### src/rtl/coin_acceptor.sv
// Coin acceptor front end: turns bouncy coin-sensor lines into spaced one-cycle coin codes.
// Latency: code appears DEBOUNCE_CYCLES+4 cycles after the first edge sampling a clean raw high.
// Backpressure: none downstream; a full queue with no pop this cycle, a jam or accept_en_i=0 rejects the coin.
//
// Ports:
//   clk, rst          clock, synchronous active-high reset
//   coin5_raw_i       asynchronous 5-unit sensor (high while a coin passes, bouncy)
//   coin10_raw_i      asynchronous 10-unit sensor (high while a coin passes, bouncy)
//   accept_en_i       1 = queue detected coins, 0 = return them
//   coin_code_o       01 = 5, 10 = 10, 00 = none; non-zero for exactly one cycle per coin
//   coin_reject_o     one-cycle pulse when a detected coin is returned
//   fifo_count_o      coins queued and not yet emitted
//   busy_o            queue non-empty or output sequencer not idle
module coin_acceptor #(
    parameter int DEBOUNCE_CYCLES = 4,
    parameter int FIFO_DEPTH      = 4,
    parameter int GAP_CYCLES      = 1
) (
    input  logic                        clk,
    input  logic                        rst,
    input  logic                        coin5_raw_i,
    input  logic                        coin10_raw_i,
    input  logic                        accept_en_i,
    output logic [1:0]                  coin_code_o,
    output logic                        coin_reject_o,
    output logic [$clog2(FIFO_DEPTH):0] fifo_count_o,
    output logic                        busy_o
);

    localparam int AW = $clog2(FIFO_DEPTH);
    localparam int DW = $clog2(DEBOUNCE_CYCLES + 1);
    localparam int GW = $clog2(GAP_CYCLES + 2);

    typedef enum logic [1:0] {
        S_IDLE = 2'd0,
        S_EMIT = 2'd1,
        S_GAP  = 2'd2
    } state_t;

    // Bit 0 is the 5-unit line, bit 1 the 10-unit line. This ordering makes an
    // event vector with a single bit set equal to the coin code to emit.
    logic [1:0]    raw;
    logic [1:0]    sync1_q;
    logic [1:0]    sync2_q;
    logic [1:0]    deb_q;
    logic [1:0]    deb_prev_q;
    logic [1:0]    ev_q;
    logic [DW-1:0] db_cnt_q [2];

    logic [1:0]    mem_q [FIFO_DEPTH];
    logic [AW-1:0] wr_ptr_q, wr_ptr_d;
    logic [AW-1:0] rd_ptr_q, rd_ptr_d;
    logic [AW:0]   count_q, count_d;

    state_t        state_q, state_d;
    logic [GW-1:0] gap_cnt_q, gap_cnt_d;
    logic [1:0]    coin_code_q, coin_code_d;
    logic          reject_q, reject_d;

    logic          pop;
    logic          push;
    logic          full;
    logic          jam;
    logic [1:0]    head;

    assign raw = {coin10_raw_i, coin5_raw_i};

    // Synchroniser, debounce and rising-edge detect for both sensor lines.
    // The debounced level only moves after DEBOUNCE_CYCLES consecutive synced
    // cycles disagreeing with it; any agreeing cycle restarts the count.
    always_ff @(posedge clk) begin
        if (rst) begin
            sync1_q    <= '0;
            sync2_q    <= '0;
            deb_q      <= '0;
            deb_prev_q <= '0;
            ev_q       <= '0;
            for (int i = 0; i < 2; i++) begin
                db_cnt_q[i] <= '0;
            end
        end else begin
            sync1_q    <= raw;
            sync2_q    <= sync1_q;
            deb_prev_q <= deb_q;
            ev_q       <= deb_q & ~deb_prev_q;
            for (int i = 0; i < 2; i++) begin
                if (sync2_q[i] == deb_q[i]) begin
                    db_cnt_q[i] <= '0;
                end else if (db_cnt_q[i] == DW'(DEBOUNCE_CYCLES - 1)) begin
                    deb_q[i]    <= sync2_q[i];
                    db_cnt_q[i] <= '0;
                end else begin
                    db_cnt_q[i] <= db_cnt_q[i] + DW'(1);
                end
            end
        end
    end

    // Event resolution. A pop in the same cycle frees a slot, so a full queue
    // still accepts a coin when the sequencer is draining it.
    assign head = mem_q[rd_ptr_q];
    assign full = (count_q == (AW + 1)'(FIFO_DEPTH));
    assign jam  = &ev_q;

    always_comb begin
        push     = (|ev_q) && !jam && accept_en_i && (!full || pop);
        reject_d = (|ev_q) && !push;
    end

    always_comb begin
        wr_ptr_d = wr_ptr_q;
        rd_ptr_d = rd_ptr_q;
        count_d  = count_q;
        if (push) begin
            wr_ptr_d = wr_ptr_q + AW'(1);
        end
        if (pop) begin
            rd_ptr_d = rd_ptr_q + AW'(1);
        end
        case ({push, pop})
            2'b10:   count_d = count_q + (AW + 1)'(1);
            2'b01:   count_d = count_q - (AW + 1)'(1);
            default: count_d = count_q;
        endcase
    end

    always_ff @(posedge clk) begin
        if (push) begin
            mem_q[wr_ptr_q] <= ev_q;
        end
    end

    // Output sequencer: state register.
    always_ff @(posedge clk) begin
        if (rst) begin
            state_q     <= S_IDLE;
            gap_cnt_q   <= '0;
            coin_code_q <= 2'b00;
            reject_q    <= 1'b0;
            wr_ptr_q    <= '0;
            rd_ptr_q    <= '0;
            count_q     <= '0;
        end else begin
            state_q     <= state_d;
            gap_cnt_q   <= gap_cnt_d;
            coin_code_q <= coin_code_d;
            reject_q    <= reject_d;
            wr_ptr_q    <= wr_ptr_d;
            rd_ptr_q    <= rd_ptr_d;
            count_q     <= count_d;
        end
    end

    // Output sequencer: next state.
    always_comb begin
        state_d = state_q;
        case (state_q)
            S_IDLE: begin
                if (count_q != '0) begin
                    state_d = S_EMIT;
                end
            end
            S_EMIT: begin
                state_d = (GAP_CYCLES == 0) ? S_IDLE : S_GAP;
            end
            S_GAP: begin
                if (gap_cnt_q == GW'(GAP_CYCLES)) begin
                    state_d = S_IDLE;
                end
            end
            default: state_d = S_IDLE;
        endcase
    end

    // Output sequencer: outputs. The vending FSM has no handshake, so each code
    // is followed by at least one 00 cycle (EMIT) plus GAP_CYCLES more.
    always_comb begin
        pop         = 1'b0;
        coin_code_d = 2'b00;
        gap_cnt_d   = gap_cnt_q;
        case (state_q)
            S_IDLE: begin
                if (count_q != '0) begin
                    pop         = 1'b1;
                    coin_code_d = head;
                end
            end
            S_EMIT: begin
                gap_cnt_d = GW'(1);
            end
            S_GAP: begin
                if (gap_cnt_q != GW'(GAP_CYCLES)) begin
                    gap_cnt_d = gap_cnt_q + GW'(1);
                end
            end
            default: begin
                pop = 1'b0;
            end
        endcase
    end

    assign coin_code_o   = coin_code_q;
    assign coin_reject_o = reject_q;
    assign fifo_count_o  = count_q;
    assign busy_o        = (count_q != '0) || (state_q != S_IDLE);

endmodule

### config.mk
export PLATFORM = sky130hd
export DESIGN_NAME = coin_acceptor
export DESIGN_NICKNAME = d
export VERILOG_FILES = /design/src/rtl/coin_acceptor.sv
export SDC_FILE = /design/constraint.sdc
export NUM_CORES = 1
export LEC_CHECK = 0
export ABC_AREA = 1
export BUFFER_PORTS_ARGS = -buffer_cell sky130_fd_sc_hd__buf_2
export CAP_MARGIN = 20
export CORE_UTILIZATION = 52
export CTS_CLUSTER_DIAMETER = 120
export CTS_CLUSTER_SIZE = 14
export DETAILED_ROUTE_END_ITERATION = 16
export PLACE_DENSITY = 0.73
export SKIP_CTS_REPAIR_TIMING = 1
export SLEW_MARGIN = 20
export SYNTH_ARGS = -nofsm -noshare
export SYNTH_HDL_FRONTEND = slang
export SYNTH_SLANG_ARGS = --single-unit
### constraint.sdc
create_clock -name clk -period 1.8 [get_ports clk]
set_input_delay 0.45 -clock clk [delete_from_list [all_inputs] [get_ports clk]]
set_output_delay 0.45 -clock clk [all_outputs]
set_load 0.02 [all_outputs]
==> qor.csv <==
metric;value;unit
Clock Pin Slew Worst Setup and Hold Paths;0.12;ns
clock root cell;clkbuf_4;
Crit path max-delay family;adder cells;
I/O pin total;12;
Critical path buffers and inverters;2;
FF/Latch Area;903;um2
nets;216;
WL/cell;11.2;um
#FFs+latches synth;38;
core area;2850;um2
vias in the first global route;1078;
Initial DRC Count;41;
Synth Instances;175;
Rows;19;
post-synthesis cell type count;25;
top sig layer;met4;
final WL;2600;um
Die X;57.9;um
Area Overhead vs Synth;16.3;%
Pwr per Cell Area;1400;nW/um2
worst vdd ir;0.836;mV
clk_skew;0.00744;ns
most frequent cells in the layout;nor2_1 (35), inv_1 (34), dfxtp_1 (22), edfxtp_1 (14), buf_2 (11);
Final Core Density;66.3;%
GR Overflow Total;0;
Clock Tree Buf Depth;2;
Vias;1187;
Synth Warn #;0;
Top reg by flops;mem_q;
crit-path cells;inv_1, ha_4, nand2_2, nand3_2, fa_2, inv_2, nand4_1, a21oi_1, nor2_1;
Clock Sinks;38;
sequential share of the synthesized area;55.4;%
met2 routed WL;1320;um
# setup viols final;0;
Fillers;228;
Worst EP required;2.05;ns
die area;3350;um2
Detail Route Antenna Nets;0;
vias per std cell;5.12;
area of the multi-input gates;618;um2
DRT Pass-1 Iters;10;
drt drc;1;
first-pass GRT wire length;4250;um
max reg flops;8;
worst path arrival time;2.00;ns
initial antenna violation count;0;
wire length on met1;1120;um
share of cells above drive strength 1;20.4;%
pre-CTS setup slack;-0.0481;ns
Final min period;1.75;ns
n_diodes;0;
Syn Area/Cell;9.29;um2
met3 routed wirelength;115;um
crit-path max cell delay;0.38;ns
count of final hold-check violations;0;
CTS tree;yes;
gpl congestion;0.842;
period utilisation layout;97.3;%
CP Capture Type;flop;
CP Launch Type;flop;
total CTS buffers;5;
max-cap viol count;0;
largest net degree at the start of global routing;15;
Mapped Area;1630;um2
Worst-Skew Late Latency;0.33;ns
htree depth;2;
Final Max Tran Viols;0;
most common cell after layout, fill and taps aside;nor2_1;
Initial Util;57.0;%
CP max FO;5;
all-layer global routing usage;17.1;%
DPL Wire Length;1820;um
fmax;571;MHz
Crit-path slowest cell;dfxtp_2;
input/output buffers;11;
Setup WS post-layout;0.0481;ns
Pleak;0.842;nW
HP Class;in -> reg;
total power;0.00265;W
Die Ht;57.9;um
outcome;finished with violations;
Worst Setup Path Type;reg -> reg;
violated checks;design-rule violations;
## Yosys cell counts
cell,count,area [um2]
a211oi_1,1,7.51
a21oi_1,10,50.1
buf_2,1,5.00
clkbuf_1,1,3.75
conb_1,1,3.75
dfxtp_1,24,480
edfxtp_1,14,420
fa_1,1,20.0
ha_1,10,125
inv_1,35,131
inv_2,2,7.51
nand2_1,7,26.3
nand2_4,3,33.8
nand3_1,5,25.0
nand3_2,1,10.0
nand4_1,2,12.5
nor2_1,35,131
nor2_2,3,18.8
nor2_4,1,11.3
nor3_1,2,10.0
nor3_2,1,10.0
o211ai_1,2,15.0
o21ai_0,10,50.1
o21ai_1,2,10.0
or2_1,1,6.26
## area by class of cell
cell class	instances	share of cell area [%]
clock inverter	3	3.64
inverter	37	7.35
sequential	38	47.8
timing repair buffer	15	4.50
tap	31	2.05
multi-input combinational	103	32.7
clock buffer	5	1.99
## worst register-to-register path, delay by kind of cell (launching register included)
family                   cells  cell delay [ns]
adder cells (fa/ha/maj)      2             0.59
flip-flops                   1             0.38
AND/OR/NAND/NOR              4             0.35
AO/OA/AOI/OAI                1             0.20
buffers and inverters        2             0.13
## cells by family after synthesis
kind of cell | after synthesis | share of synthesized area [%]
fa+ha+maj | 11 | 8.93
other cells | 1 | 0.231
buf+inv | 39 | 9.08
flops | 38 | 55.4
compound gates | 25 | 8.16
simple gates | 61 | 18.2
## final timing paths
path / start / end / slack [ns] / cells after the start
hold / removal: coin5_raw_i / sync1_q[0]$_SDFF_PP0_ / 0.31 / 3
setup reg to reg: ev_q[0]$_SDFF_PP0_ / fifo_count_o[2]$_SDFFE_PP0P_ / 0.05 / 9
setup / recovery: ev_q[0]$_SDFF_PP0_ / fifo_count_o[2]$_SDFFE_PP0P_ / 0.05 / 9
hold reg to reg: deb_prev_q[1]$_SDFF_PP0_ / ev_q[1]$_SDFF_PP0_ / 0.39 / 1
## power by group
part           leakage [nW]  internal (W)  switching, W
clock                0.0554      0.000435      0.000286
sequential            0.333       0.00100     0.0000998
combinational         0.453      0.000298      0.000527
total                 0.842       0.00174      0.000913
## routing by layer
layer	vias to the layer above	track usage, %
met5	-	0
met4	0	9.18
met3	6	4.69
met2	30	29.9
met1	556	18.8
li1	595	-
## per-stage QoR
step / TNS (ns) / std cells / cell area, um2 / hold WS (ns)
floorplan: 0 / 180 / 1640 / 0.373
global placement: 0 / 222 / 1740 / 0.380
detailed placement: -0.0481 / 222 / 1740 / 0.381
CTS: -0.0668 / 230 / 1850 / 0.295
global route: -0.0309 / 232 / 1890 / 0.299
finish: 0 / 232 / 1890 / 0.311
No activity file was read; power rests on OpenSTA's default activity.
